## src/rtl/multicycle_shift_unit.sv

```systemverilog
// Iterative shift/rotate unit: sll/srl/sra/rol/ror on a DATA_W operand,
// at most STEP bits per cycle, with a start/busy/done handshake toward control.
module multicycle_shift_unit #(
  parameter int DATA_W  = 16,
  parameter int SHAMT_W = 4,
  parameter int STEP    = 1
) (
  input  logic               clock,
  input  logic               reset_n,
  input  logic               start,
  input  logic               flush,
  input  logic [2:0]         mode,
  input  logic [SHAMT_W-1:0] shamt,
  input  logic [DATA_W-1:0]  data_in,
  output logic               busy,
  output logic               done,
  output logic [DATA_W-1:0]  result,
  output logic               err
);

  localparam int CNT_W = $clog2(DATA_W + 1);
  localparam logic [CNT_W-1:0] STEP_C = CNT_W'(STEP);
  localparam logic [31:0] WIDTH_32 = 32'(DATA_W);

  localparam logic [2:0] MODE_SLL = 3'b000;
  localparam logic [2:0] MODE_SRL = 3'b001;
  localparam logic [2:0] MODE_SRA = 3'b010;
  localparam logic [2:0] MODE_ROL = 3'b011;
  localparam logic [2:0] MODE_ROR = 3'b100;

  typedef enum logic {
    ST_IDLE,
    ST_RUN
  } state_e;

  state_e              state_q, state_d;
  logic [DATA_W-1:0]   acc_q, acc_d;
  logic [DATA_W-1:0]   result_q, result_d;
  logic [CNT_W-1:0]    rem_q, rem_d;
  logic [2:0]          mode_q, mode_d;
  logic                done_q, done_d;
  logic                err_q, err_d;

  logic                mode_legal;
  logic [31:0]         shamt_ext;
  logic [31:0]         eff_ext;
  logic [CNT_W-1:0]    eff_amt;
  logic [CNT_W-1:0]    step_amt;
  logic [DATA_W-1:0]   shifted;
  logic [DATA_W-1:0]   cand [STEP+1];

  // Clamp/wrap the requested amount so rem never exceeds what the mode can use.
  always_comb begin
    shamt_ext  = 32'(shamt);
    mode_legal = 1'b1;
    eff_ext    = 32'd0;
    case (mode)
      MODE_SLL, MODE_SRL: eff_ext = (shamt_ext > WIDTH_32) ? WIDTH_32 : shamt_ext;
      MODE_SRA:           eff_ext = (shamt_ext > WIDTH_32 - 32'd1) ? WIDTH_32 - 32'd1 : shamt_ext;
      MODE_ROL, MODE_ROR: eff_ext = shamt_ext % WIDTH_32;
      default: begin
        mode_legal = 1'b0;
        eff_ext    = 32'd0;
      end
    endcase
    eff_amt = CNT_W'(eff_ext);
  end

  function automatic logic [DATA_W-1:0] shift_const(
    input logic [DATA_W-1:0] v,
    input logic [2:0]        m,
    input int                k
  );
    logic [DATA_W-1:0] r;
    case (m)
      MODE_SLL: r = v << k;
      MODE_SRL: r = v >> k;
      MODE_SRA: r = $signed(v) >>> k;
      MODE_ROL: r = (v << k) | (v >> (DATA_W - k));
      MODE_ROR: r = (v >> k) | (v << (DATA_W - k));
      default:  r = v;
    endcase
    return r;
  endfunction

  // One fixed-distance shifter per possible step size keeps the mux bounded by STEP.
  generate
    for (genvar gi = 0; gi <= STEP; gi++) begin : g_cand
      assign cand[gi] = shift_const(acc_q, mode_q, gi);
    end
  endgenerate

  assign step_amt = (rem_q > STEP_C) ? STEP_C : rem_q;

  always_comb begin
    shifted = acc_q;
    for (int k = 0; k <= STEP; k++) begin
      if (step_amt == CNT_W'(k)) shifted = cand[k];
    end
  end

  always_comb begin
    state_d  = state_q;
    acc_d    = acc_q;
    rem_d    = rem_q;
    mode_d   = mode_q;
    result_d = result_q;
    done_d   = 1'b0;
    err_d    = 1'b0;
    if (flush) begin
      state_d = ST_IDLE;
      rem_d   = '0;
    end else begin
      case (state_q)
        ST_IDLE: begin
          if (start) begin
            acc_d   = data_in;
            rem_d   = eff_amt;
            mode_d  = mode;
            state_d = ST_RUN;
            err_d   = ~mode_legal;
          end
        end
        ST_RUN: begin
          err_d = start;
          if (rem_q == '0) begin
            state_d  = ST_IDLE;
            done_d   = 1'b1;
            result_d = acc_q;
          end else begin
            acc_d = shifted;
            rem_d = rem_q - step_amt;
          end
        end
        default: state_d = ST_IDLE;
      endcase
    end
  end

  always_ff @(posedge clock or negedge reset_n) begin
    if (!reset_n) begin
      state_q  <= ST_IDLE;
      acc_q    <= '0;
      rem_q    <= '0;
      mode_q   <= '0;
      result_q <= '0;
      done_q   <= 1'b0;
      err_q    <= 1'b0;
    end else begin
      state_q  <= state_d;
      acc_q    <= acc_d;
      rem_q    <= rem_d;
      mode_q   <= mode_d;
      result_q <= result_d;
      done_q   <= done_d;
      err_q    <= err_d;
    end
  end

  assign busy   = (state_q == ST_RUN);
  assign done   = done_q;
  assign err    = err_q;
  assign result = result_q;

endmodule

```

## config.mk

```make
export PLATFORM = sky130hd
export DESIGN_NAME = multicycle_shift_unit
export DESIGN_NICKNAME = d
export VERILOG_FILES = /design/src/rtl/multicycle_shift_unit.sv
export SDC_FILE = /design/constraint.sdc
export NUM_CORES = 1
export LEC_CHECK = 0
export BUFFER_PORTS_ARGS = -buffer_cell sky130_fd_sc_hd__clkbuf_2
export CORE_MARGIN = 8
export CORE_UTILIZATION = 30
export CTS_BUF_LIST = sky130_fd_sc_hd__clkbuf_4 sky130_fd_sc_hd__clkbuf_8 sky130_fd_sc_hd__clkbuf_16
export DETAILED_ROUTE_END_ITERATION = 10
export PLACE_DENSITY_LB_ADDON = 0.2
export SETUP_SLACK_MARGIN = 0.15
export SLEW_MARGIN = 20
export SYNTH_ARGS = -nofsm -noshare
export SYNTH_HDL_FRONTEND = slang
export SYNTH_SLANG_ARGS = --single-unit
export TNS_END_PERCENT = 100
```

## constraint.sdc

```tcl
create_clock -name clock -period 2.31 [get_ports clock]
set_input_delay 0.231 -clock clock [delete_from_list [all_inputs] [get_ports clock]]
set_output_delay 0.231 -clock clock [all_outputs]
set_load 0.05 [all_outputs]
```

==> impl_metrics.toml <==
[outcome]
status = "finished, final reports clean"

[logic_synthesis]
synth_compound_area_share_pct = 12.8
ys_seq_area_share_pct = 48.5
synth-edff-count = 0
synthMuxAreaShare_pct = 18.2
netlist_area_um2 = 2220
yosysTopAreaCell = "dfrtp_1"
ys_ff_latch = 43
syn-num-nets = 208
synth_common_cells = "dfrtp_1, mux2_2, nor4b_1"
synth-xor-area-share_pct = 0.790
syn_area_per_cell_um2 = 12.3
synth_most_common_cell = "dfrtp_1"
yosys.area.top_type_share_pct = 48.5
ys_top_cells_by_area = "dfrtp_1, mux2_2, nor4b_1, a221o_1, nor2_1"
synthAdderAreaFrac_pct = 0.564
async_flop_share_pct = 100
synth_top_family_by_area = "multiplexers"
synthSimpleGateAreaFrac_pct = 14.3
postSynthCellCount = 180
synth_flop_cell = "dfrtp_1"
synthDistinctLibCells = 37
synth_warnings = 0

[power]
switchingPower_mw = 1.38
clockPowerShare_pct = 15.8
pwr-share-seq_pct = 39.4
pwr-share-comb_pct = 44.8
peakVddDrop_uv = 293
p_int_mw = 1.79
power.density_nw_per_um2 = 1200
sw_frac_of_total_pct = 43.6
p_leak_nw = 1.16

[flow_run]
max_cap_viol_count = 0

[worst_setup_path]
crit_path_max_fanout = 25
worstPathArrival_ns = 2.15
required_ns = 2.50
r2r_cells = 5
r2r_end = "result[10]"
cp-end-kind = "flop"
startpoint = "busy"
cp-start-kind = "flop"
crit_type = "flop to flop"
rrSetupSlack_ns = 0.35
r2r_start = "busy"

[global_route]
track_usage_pct = 10.8
grt_first_pass_wirelength_um = 8780
grt-ovfl-total = 0
grt_pass1_vias = 1702
antenna_found_initial = 0
grt_max_degree = 26

[floorplanning]
die_area_um2 = 10400
rows = 31
die_height_um = 102
start_util_pct = 30.7
die_w_um = 102
design.core.area_um2 = 7210
io_pins = 46

[drt]
postRouteAntennaNets = 0
drt-vias-per-instance = 4.95
wirelength_um = 5310
firstDrtPassIters = 4
via_count = 1614
wire_per_inst_um = 16.3
drc = 0
drtIter0Drc = 83

[timing]
drv_slew = 0
fin_crit_sh_pct = 84.8
period_needed_ns = 1.96
fmax_ghz = 0.511
finClkSkew_ns = 0.00853
final_hold_viol_count = 0
slew_headroom_pct = 74.9
tightest_slew_ns = 0.375
setup_violations = 0
rsz0062_at_grt = "false"
finalSetupTns_ns = 0

[finish]
design_area_um2 = 2630
regArea_um2 = 1080
multi_input_area_um2 = 1030
num_antenna_cells = 0
fillCellCount = 754
syn2layout_area_growth_pct = 18.7
drive_gt1_share_pct = 45.8
nNetsFinal = 254
finish.utilization_pct = 36.5

[worst_hold_path]
worstHoldPathCells = 2
hp-start = "mode[2]"
min_path_type = "input pin to flop"
hold_end = "mode_q[2]"

[place]
dp.final_hpwl_um = 3830
numPortBuffers = 45
place_area_um2 = 2530
gp_congestion = 0.794

[clock_network]
clk_latency_ns = 0.30
cts_inserted_buffers = 5
cts_setup_buffers = 0
clock_sinks = 43
h-tree-depth = 2
cts_tree = "yes"
cts_buffer_depth = 2
clkTransAtPathRegs_ns = 0.09
clockRootBuffer = "clkbuf_8"
==> cell type report <==
type	count	share of cell area, %
clock buffer	5	2.61
clock inverter	3	0.951
inverter	3	0.428
multi-input combinational	119	39.2
sequential	43	40.9
tap	99	4.71
timing repair buffer	54	11.2
==> metrics by stage <==
stage          hold WS [ns]  power, mW  instances  worst slack, ns
3_5_place_dp          0.109       2.70        317            0.305
5_1_grt               0.177       3.37        326            0.224
6_report              0.180       3.17        326            0.351
4_1_cts               0.170       3.22        326            0.286
2_1_floorplan       -0.0646       2.36        180            0.206
3_3_place_gp          0.122       2.69        317            0.341
==> what timing repair did <==
| action | CTS | global route |
|---|---|---|
| endpoints found under the hold margin | 7 | 0 |
| hold buffers | 1 | 0 |
| endpoints found under the setup margin | 0 | 2 |
| resized for setup | 0 | 1 |
==> power groups by stage <==
stage	combinational (mW)	sequential, mW	clock [mW]
2_1_floorplan	0.671	1.69	0
3_3_place_gp	1.43	1.26	0
3_5_place_dp	1.44	1.26	0
4_1_cts	1.44	1.25	0.530
5_1_grt	1.52	1.30	0.551
6_report	1.42	1.25	0.502
==> how the worst max path moves through the flow <==
stage | endpoint | depth (start not counted) | slack, ns
6_report | result[10] | 5 | 0.35
5_1_grt | result[10] | 5 | 0.22
4_1_cts | acc_q[12] | 4 | 0.29
3_5_place_dp | acc_q[14] | 4 | 0.31
3_3_place_gp | result[11] | 5 | 0.34
2_1_floorplan | acc_q[11] | 7 | 0.21
==> registers in the layout, indices dropped and copies added, names as in the netlist <==
signal  count
busy        1
acc_q      16
done        1
mode_q      3
rem_q       5
err         1
result     16
==> layer usage <==
layer	vias up	wire length [um]	track usage (%)
met3	4	260	2.86
li1	780	-	-
met2	32	2480	16.4
met1	798	2500	14.1
met5	-	0	0
met4	0	76	4.63
==> placed cells by master (no fill, tap or decap), drive strengths merged, types with 2 or more instances in the layout <==
cell    synthesis  layout
a21oi           3       3
mux2           34      34
dfrtp          43      43
o21ai           5       5
or2             3       3
clkinv          0       2
a31o            2       2
nor4b          15      15
nor2           10      10
nor3            7       7
buf            10       8
a221oi          3       3
a221o          15      15
xor2            2       2
a211oi          2       2
nand2b          2       2
or3             2       2
inv             3       3
nand2           3       3
clkbuf          5      50
mux2i           2       2
==> worst max-delay path, cell delays in order (launching register included) <==
cell and delay [ns]:
dfrtp_1 0.44, buf_4 0.31, inv_1 0.21, nor4b_4 0.24, buf_4 0.29, mux2_2 0.36
==> kinds of logic after synthesis <==
| kind of cell | Yosys count |
|---|---|
| compound gates | 34 |
| simple gates | 46 |
| flops | 43 |
| mux | 36 |
| buf+inv | 18 |
| xor+xnor | 2 |
| fa+ha+maj | 1 |
Power figures use the tool's default switching activity.
